--- src/rtl/pll_ctrl_pkg.sv ---
// Shared constants for the PLL lock supervisor: state encoding and status counter widths.
package pll_ctrl_pkg;

  localparam int STATE_W = 3;
  localparam int LOSS_W  = 8;
  localparam int RETRY_W = 4;

  typedef logic [STATE_W-1:0] state_t;

  localparam state_t ST_RESET_PLL  = 3'd0;
  localparam state_t ST_WAIT_LOCK  = 3'd1;
  localparam state_t ST_STABLE_CHK = 3'd2;
  localparam state_t ST_RUN        = 3'd3;
  localparam state_t ST_FAULT      = 3'd4;

endpackage

--- src/rtl/sync_2ff.sv ---
// Generic single-bit two-flop synchronizer; both stages reset to 0.
module sync_2ff (
  input  logic clk,
  input  logic rst,
  input  logic i_d,
  output logic o_q
);

  logic r_sync_p0;
  logic r_sync_p1;

  // first flop may go metastable, second gives it a full cycle to resolve
  always_ff @(posedge clk) begin
    if (rst) begin
      r_sync_p0 <= 1'b0;
      r_sync_p1 <= 1'b0;
    end else begin
      r_sync_p0 <= i_d;
      r_sync_p1 <= r_sync_p0;
    end
  end

  assign o_q = r_sync_p1;

endmodule

--- src/rtl/pll_lock_supervisor.sv ---
// PLL bring-up sequencer: reset pulse, lock wait with timeout/retry, lock qualification,
// downstream reset release and in-run lock supervision. Clocked by the board reference clock.
module pll_lock_supervisor
  import pll_ctrl_pkg::*;
#(
  parameter int RST_HOLD_CYCLES    = 16,
  parameter int LOCK_TIMEOUT       = 50000,
  parameter int LOCK_STABLE_CYCLES = 1024,
  parameter int MAX_RETRIES        = 3
) (
  input  logic               clk,
  input  logic               rst,
  input  logic               pll_lock_i,
  input  logic               relock_req_i,
  output logic               pll_rst_o,
  output logic               sys_rst_o,
  output logic               locked_o,
  output logic               fault_o,
  output logic [RETRY_W-1:0] retry_cnt_o,
  output logic [LOSS_W-1:0]  loss_cnt_o
);

  function automatic int max3(input int a, input int b, input int c);
    int m;
    m = (a > b) ? a : b;
    return (m > c) ? m : c;
  endfunction

  // lock-loss counter sticks at all-ones instead of wrapping
  function automatic logic [LOSS_W-1:0] sat_inc(input logic [LOSS_W-1:0] v);
    return (v == {LOSS_W{1'b1}}) ? v : v + 1'b1;
  endfunction

  localparam int CNT_W = $clog2(max3(RST_HOLD_CYCLES, LOCK_TIMEOUT, LOCK_STABLE_CYCLES)) + 1;

  localparam logic [CNT_W-1:0]   HOLD_LAST    = CNT_W'(RST_HOLD_CYCLES - 1);
  localparam logic [CNT_W-1:0]   TIMEOUT_LAST = CNT_W'(LOCK_TIMEOUT - 1);
  localparam logic [CNT_W-1:0]   STABLE_LAST  = CNT_W'(LOCK_STABLE_CYCLES - 1);
  localparam logic [RETRY_W-1:0] RETRY_LIMIT  = RETRY_W'(MAX_RETRIES);

  logic               w_lock_s;

  state_t             r_state;
  logic [CNT_W-1:0]   r_cnt;
  logic [RETRY_W-1:0] r_retry;
  logic [LOSS_W-1:0]  r_loss;
  logic               r_pll_rst;
  logic               r_sys_rst;
  logic               r_locked;
  logic               r_fault;

  state_t             w_state_nxt;
  logic [CNT_W-1:0]   w_cnt_nxt;
  logic [RETRY_W-1:0] w_retry_nxt;
  logic [LOSS_W-1:0]  w_loss_nxt;
  logic               w_cnt_inc;
  logic               w_restart;
  logic               w_pll_rst_nxt;
  logic               w_sys_rst_nxt;
  logic               w_locked_nxt;
  logic               w_fault_nxt;

  sync_2ff u_lock_sync (
    .clk (clk),
    .rst (rst),
    .i_d (pll_lock_i),
    .o_q (w_lock_s)
  );

  // state, shared counter, status counters and registered outputs
  always_ff @(posedge clk) begin
    if (rst) begin
      r_state   <= ST_RESET_PLL;
      r_cnt     <= '0;
      r_retry   <= '0;
      r_loss    <= '0;
      r_pll_rst <= 1'b1;
      r_sys_rst <= 1'b1;
      r_locked  <= 1'b0;
      r_fault   <= 1'b0;
    end else begin
      r_state   <= w_state_nxt;
      r_cnt     <= w_cnt_nxt;
      r_retry   <= w_retry_nxt;
      r_loss    <= w_loss_nxt;
      r_pll_rst <= w_pll_rst_nxt;
      r_sys_rst <= w_sys_rst_nxt;
      r_locked  <= w_locked_nxt;
      r_fault   <= w_fault_nxt;
    end
  end

  // next state: relock request first, then lock loss, then counter expiry
  always_comb begin
    w_state_nxt = r_state;
    w_retry_nxt = r_retry;
    w_loss_nxt  = r_loss;
    w_cnt_inc   = 1'b0;
    w_restart   = 1'b0;
    w_cnt_nxt   = r_cnt;
    if (relock_req_i) begin
      w_state_nxt = ST_RESET_PLL;
      w_retry_nxt = '0;
      w_restart   = 1'b1;
    end else begin
      case (r_state)
        ST_RESET_PLL: begin
          if (r_cnt == HOLD_LAST) w_state_nxt = ST_WAIT_LOCK;
          else                    w_cnt_inc   = 1'b1;
        end
        ST_WAIT_LOCK: begin
          // a lock arriving on the expiry cycle still wins
          if (w_lock_s) begin
            w_state_nxt = ST_STABLE_CHK;
          end else if (r_cnt == TIMEOUT_LAST) begin
            if (r_retry < RETRY_LIMIT) begin
              w_retry_nxt = r_retry + 1'b1;
              w_state_nxt = ST_RESET_PLL;
            end else begin
              w_state_nxt = ST_FAULT;
            end
          end else begin
            w_cnt_inc = 1'b1;
          end
        end
        ST_STABLE_CHK: begin
          if (!w_lock_s)                w_state_nxt = ST_WAIT_LOCK;
          else if (r_cnt == STABLE_LAST) w_state_nxt = ST_RUN;
          else                          w_cnt_inc   = 1'b1;
        end
        ST_RUN: begin
          if (!w_lock_s) begin
            w_loss_nxt  = sat_inc(r_loss);
            w_retry_nxt = '0;
            w_state_nxt = ST_RESET_PLL;
          end
        end
        ST_FAULT: begin
          w_state_nxt = ST_FAULT;
        end
        default: begin
          w_state_nxt = ST_RESET_PLL;
        end
      endcase
    end
    // counter restarts on every state entry, including a relock that stays in RESET_PLL
    if (w_restart || (w_state_nxt != r_state)) w_cnt_nxt = '0;
    else if (w_cnt_inc)                        w_cnt_nxt = r_cnt + 1'b1;
  end

  // output decode from the upcoming state so the flags register alongside it
  always_comb begin
    w_pll_rst_nxt = (w_state_nxt == ST_RESET_PLL) || (w_state_nxt == ST_FAULT);
    w_sys_rst_nxt = (w_state_nxt != ST_RUN);
    w_locked_nxt  = (w_state_nxt == ST_RUN);
    w_fault_nxt   = (w_state_nxt == ST_FAULT);
  end

  assign pll_rst_o   = r_pll_rst;
  assign sys_rst_o   = r_sys_rst;
  assign locked_o    = r_locked;
  assign fault_o     = r_fault;
  assign retry_cnt_o = r_retry;
  assign loss_cnt_o  = r_loss;

endmodule

--- config.mk ---
export PLATFORM = sky130hd
export DESIGN_NAME = pll_lock_supervisor
export DESIGN_NICKNAME = d
export VERILOG_FILES = /design/src/rtl/pll_ctrl_pkg.sv /design/src/rtl/sync_2ff.sv /design/src/rtl/pll_lock_supervisor.sv
export SDC_FILE = /design/constraint.sdc
export NUM_CORES = 1
export LEC_CHECK = 0
export ABC_AREA = 1
export CAP_MARGIN = 20
export CORE_MARGIN = 1
export CORE_UTILIZATION = 59
export CTS_BUF_LIST = sky130_fd_sc_hd__clkbuf_8
export CTS_CLUSTER_SIZE = 14
export DETAILED_ROUTE_END_ITERATION = 10
export PLACE_DENSITY = 0.82
export SLEW_MARGIN = 40
export SYNTH_ARGS = -nofsm -noshare
export SYNTH_HDL_FRONTEND = slang
export SYNTH_SLANG_ARGS = --single-unit
--- constraint.sdc ---
create_clock -name clk -period 2.3 [get_ports clk]
set_input_delay 0.46 -clock clk [delete_from_list [all_inputs] [get_ports clk]]
set_output_delay 0.46 -clock clk [all_outputs]
set_load 0.1 [all_outputs]
==> impl_metrics.toml <==
[cts]
h-tree-depth = 2
numCtsBuffers = 5
cts_buffer_depth = 2
path_clk_slew_ns = 0.08
holdBufCountCts = 0
numClockSinks = 38
cts-root-buf = "clkbuf_8"
ctsResizeCount = 0
postCtsSetupBuffers = 0
cts_tree = "built"
clk_latency_ns = 0.29

[worst_setup_path]
startpoint_type = "flop"
required_ns = 2.53
critPathMaxFanout = 17
worstSetupEndpointType = "flop"
worstPathArrival_ns = 2.28
path_class = "reg -> reg"

[sta]
fin_skew_ns = 0.00835
finalSetupViolCount = 0
finalCriticalPeriod_ns = 2.05
slew_headroom_pct = 79.5
tightest_slew_ns = 0.304
max_freq_ghz = 0.487
tns_ns = 0
grt_setup_unrepaired = "false"
setup_ws_ns = 0.248
finalMaxSlewViolations = 0
hold_viol_final = 0
finalCritPeriodShare_pct = 89.2

[global_routing]
grt_use_total_pct = 25.5
gr-total-overflow = 0
grt_pass1_wl_mm = 7.11
grt.busiest_layer = "met2"
grt_max_degree = 23
grt_use_met3_pct = 7.04
grt_pass1_vias = 1664
antenna_found_initial = 0
use_met1_pct = 30.3
use_met2_pct = 42.1

[die]
die-height_um = 61.8
ios = 20
die_area_um2 = 3820
die_w_um = 61.8
core_area_um2 = 3390
rows = 21
initial_core_util_pct = 62.3

[synthesis]
synth_edf_count = 0
synthDistinctLibCells = 27
synth-seq-cells = 38
synth_warnings = 0
synth_xor_area_share_pct = 7.46
synth_top_family_by_area = "simple AND/OR/NAND/NOR gates"
yosysSeqAreaShare_pct = 36.0
synthSimpleGateAreaFrac_pct = 38.3
synthesis.area_um2 = 2110
avgSynthCellArea_um2 = 6.73
async_reset_ff_share_pct = 0
synthMuxAreaShare_pct = 0
synth_compound_area_share_pct = 6.52
synthCells = 314
synth_fa_ha_area_share_pct = 1.78
dominantRegCellSynth = "dfxtp_1"
synth_fp_nets = 321

[final_layout]
drive_above_1_share_pct = 12.8
syn2layout_area_growth_pct = 14.7
multi_input_area_um2 = 1150
diodes = 0
final_nets = 344
nFillCells = 303
regArea_um2 = 761

[outcome]
status = "finished, final reports clean"

[detailed_routing]
first_pass_iters = 4
wirelength_mm = 4.30
ant_nets = 0
drt_iter0_markers = 115
vias = 1955
post_drt_wl_per_cell_um = 11.2
vias_per_cell = 5.10
remaining_drc_errors = 0

[run]
cap_violations = 0

[power_and_ir_drop]
vdd_drop_max_mv = 0.450
p_per_area_nw_per_um2 = 532
leakage_nw = 0.986

[place]
dp_hpwl_mm = 3.15
gp_congestion = 0.924
place.port_buffers = 19
pre_cts_ws_ns = 0.147

[min_path]
worst_hold_path_type = "reg -> reg"
-- Yosys cell counts, types with 2 or more instances --
cell,number,area (µm²)
buf_4,3,22.5
nor3_1,8,40.0
nand3b_1,2,15.0
clkbuf_1,2,7.51
o21ai_0,11,55.1
nand2_2,4,25.0
nand4_1,4,25.0
nor2_2,10,62.6
dfxtp_1,38,761
a21oi_1,8,40.0
inv_1,44,165
a21boi_0,3,22.5
ha_1,3,37.5
xor2_1,11,96.3
xnor2_1,7,61.3
nand3_1,33,165
nor2_1,51,191
nand2_1,63,236
-- registers in the layout, indices dropped and copies added, names as in the netlist --
| name | cells |
|---|---|
| r_cnt | 17 |
| loss_cnt_o | 8 |
| retry_cnt_o | 4 |
| r_state | 3 |
| fault_o | 1 |
| locked_o | 1 |
| pll_rst_o | 1 |
| sys_rst_o | 1 |
| u_lock_sync.o_q | 1 |
| u_lock_sync.r_sync_p0 | 1 |
-- critical path, cell delays in order (launching register included) --
cell,delay (ns)
dfxtp_1,0.41
ha_1,0.27
nand3_1,0.15
nor2_2,0.17
nand3_1,0.17
a21oi_1,0.17
nand3_1,0.11
nand3_1,0.13
nand3_4,0.24
nor2_1,0.16
-- cell families (layout without fill, tap and decap cells) --
kind of cell    after synthesis  count (layout)
compound gates               25              25
xor+xnor                     18              18
fa+ha+maj                     3               3
buf+inv                      51              74
flops                        38              38
simple gates                179             179
-- metrics by stage --
step / cell area [µm²] / utilization, % / hold slack (ns) / power (mW) / std cells
finish: 2420 / 71.5 / 0.407 / 1.29 / 383
global placement: 2300 / 68.0 / 0.391 / 0.721 / 376
floorplan: 2110 / - / 0.388 / 0.710 / 314
CTS: 2420 / 71.3 / 0.411 / 1.30 / 383
global route: 2420 / 71.5 / 0.424 / 1.33 / 383
detailed placement: 2300 / 68.0 / 0.398 / 0.721 / 376
-- area by class of cell --
class,instances,share of cell area (%)
timing repair buffer,23,7.44
clock buffer,6,3.41
sequential,38,31.4
tap,46,2.38
inverter,44,6.82
multi-input combinational,225,47.3
clock inverter,1,1.24
-- power by group --
group	total, mW	internal [mW]	switching [mW]
logic	0.0425	0.0148	0.0277
registers	0.663	0.660	0.00309
clock network	0.582	0.347	0.235
total	1.29	1.02	0.266
-- layout by cell type (no fill, tap or decap), drive strengths merged --
master / count
nand3: 34
clkbuf: 6
xor2: 11
inv: 44
nor3b: 1
buf: 20
xnor2: 7
ha: 3
o21ai: 12
clkdlybuf4s50: 3
nand3b: 2
o211ai: 1
and3: 1
nand4: 4
nor3: 9
nand2: 67
a21boi: 3
a211oi: 1
a21oi: 8
bufinv: 1
dfxtp: 38
nor2: 61
-- layer usage --
metal / share of wire (%) / wire length (µm)
met1: 45 / 1910
met2: 49 / 2090
met3: 5.1 / 217
met4: 1.6 / 70
met5: 0 / 0
-- worst paths after layout --
path / start / cells after the start / end / slack, ns
setup / recovery: r_cnt[0] / 9 / r_cnt[3] / 0.25
hold / removal: u_lock_sync.r_sync_p0 / 2 / u_lock_sync.o_q / 0.41
setup reg to reg: r_cnt[0] / 9 / r_cnt[3] / 0.25
hold reg to reg: u_lock_sync.r_sync_p0 / 2 / u_lock_sync.o_q / 0.41
(Power assumes the default switching activity.)
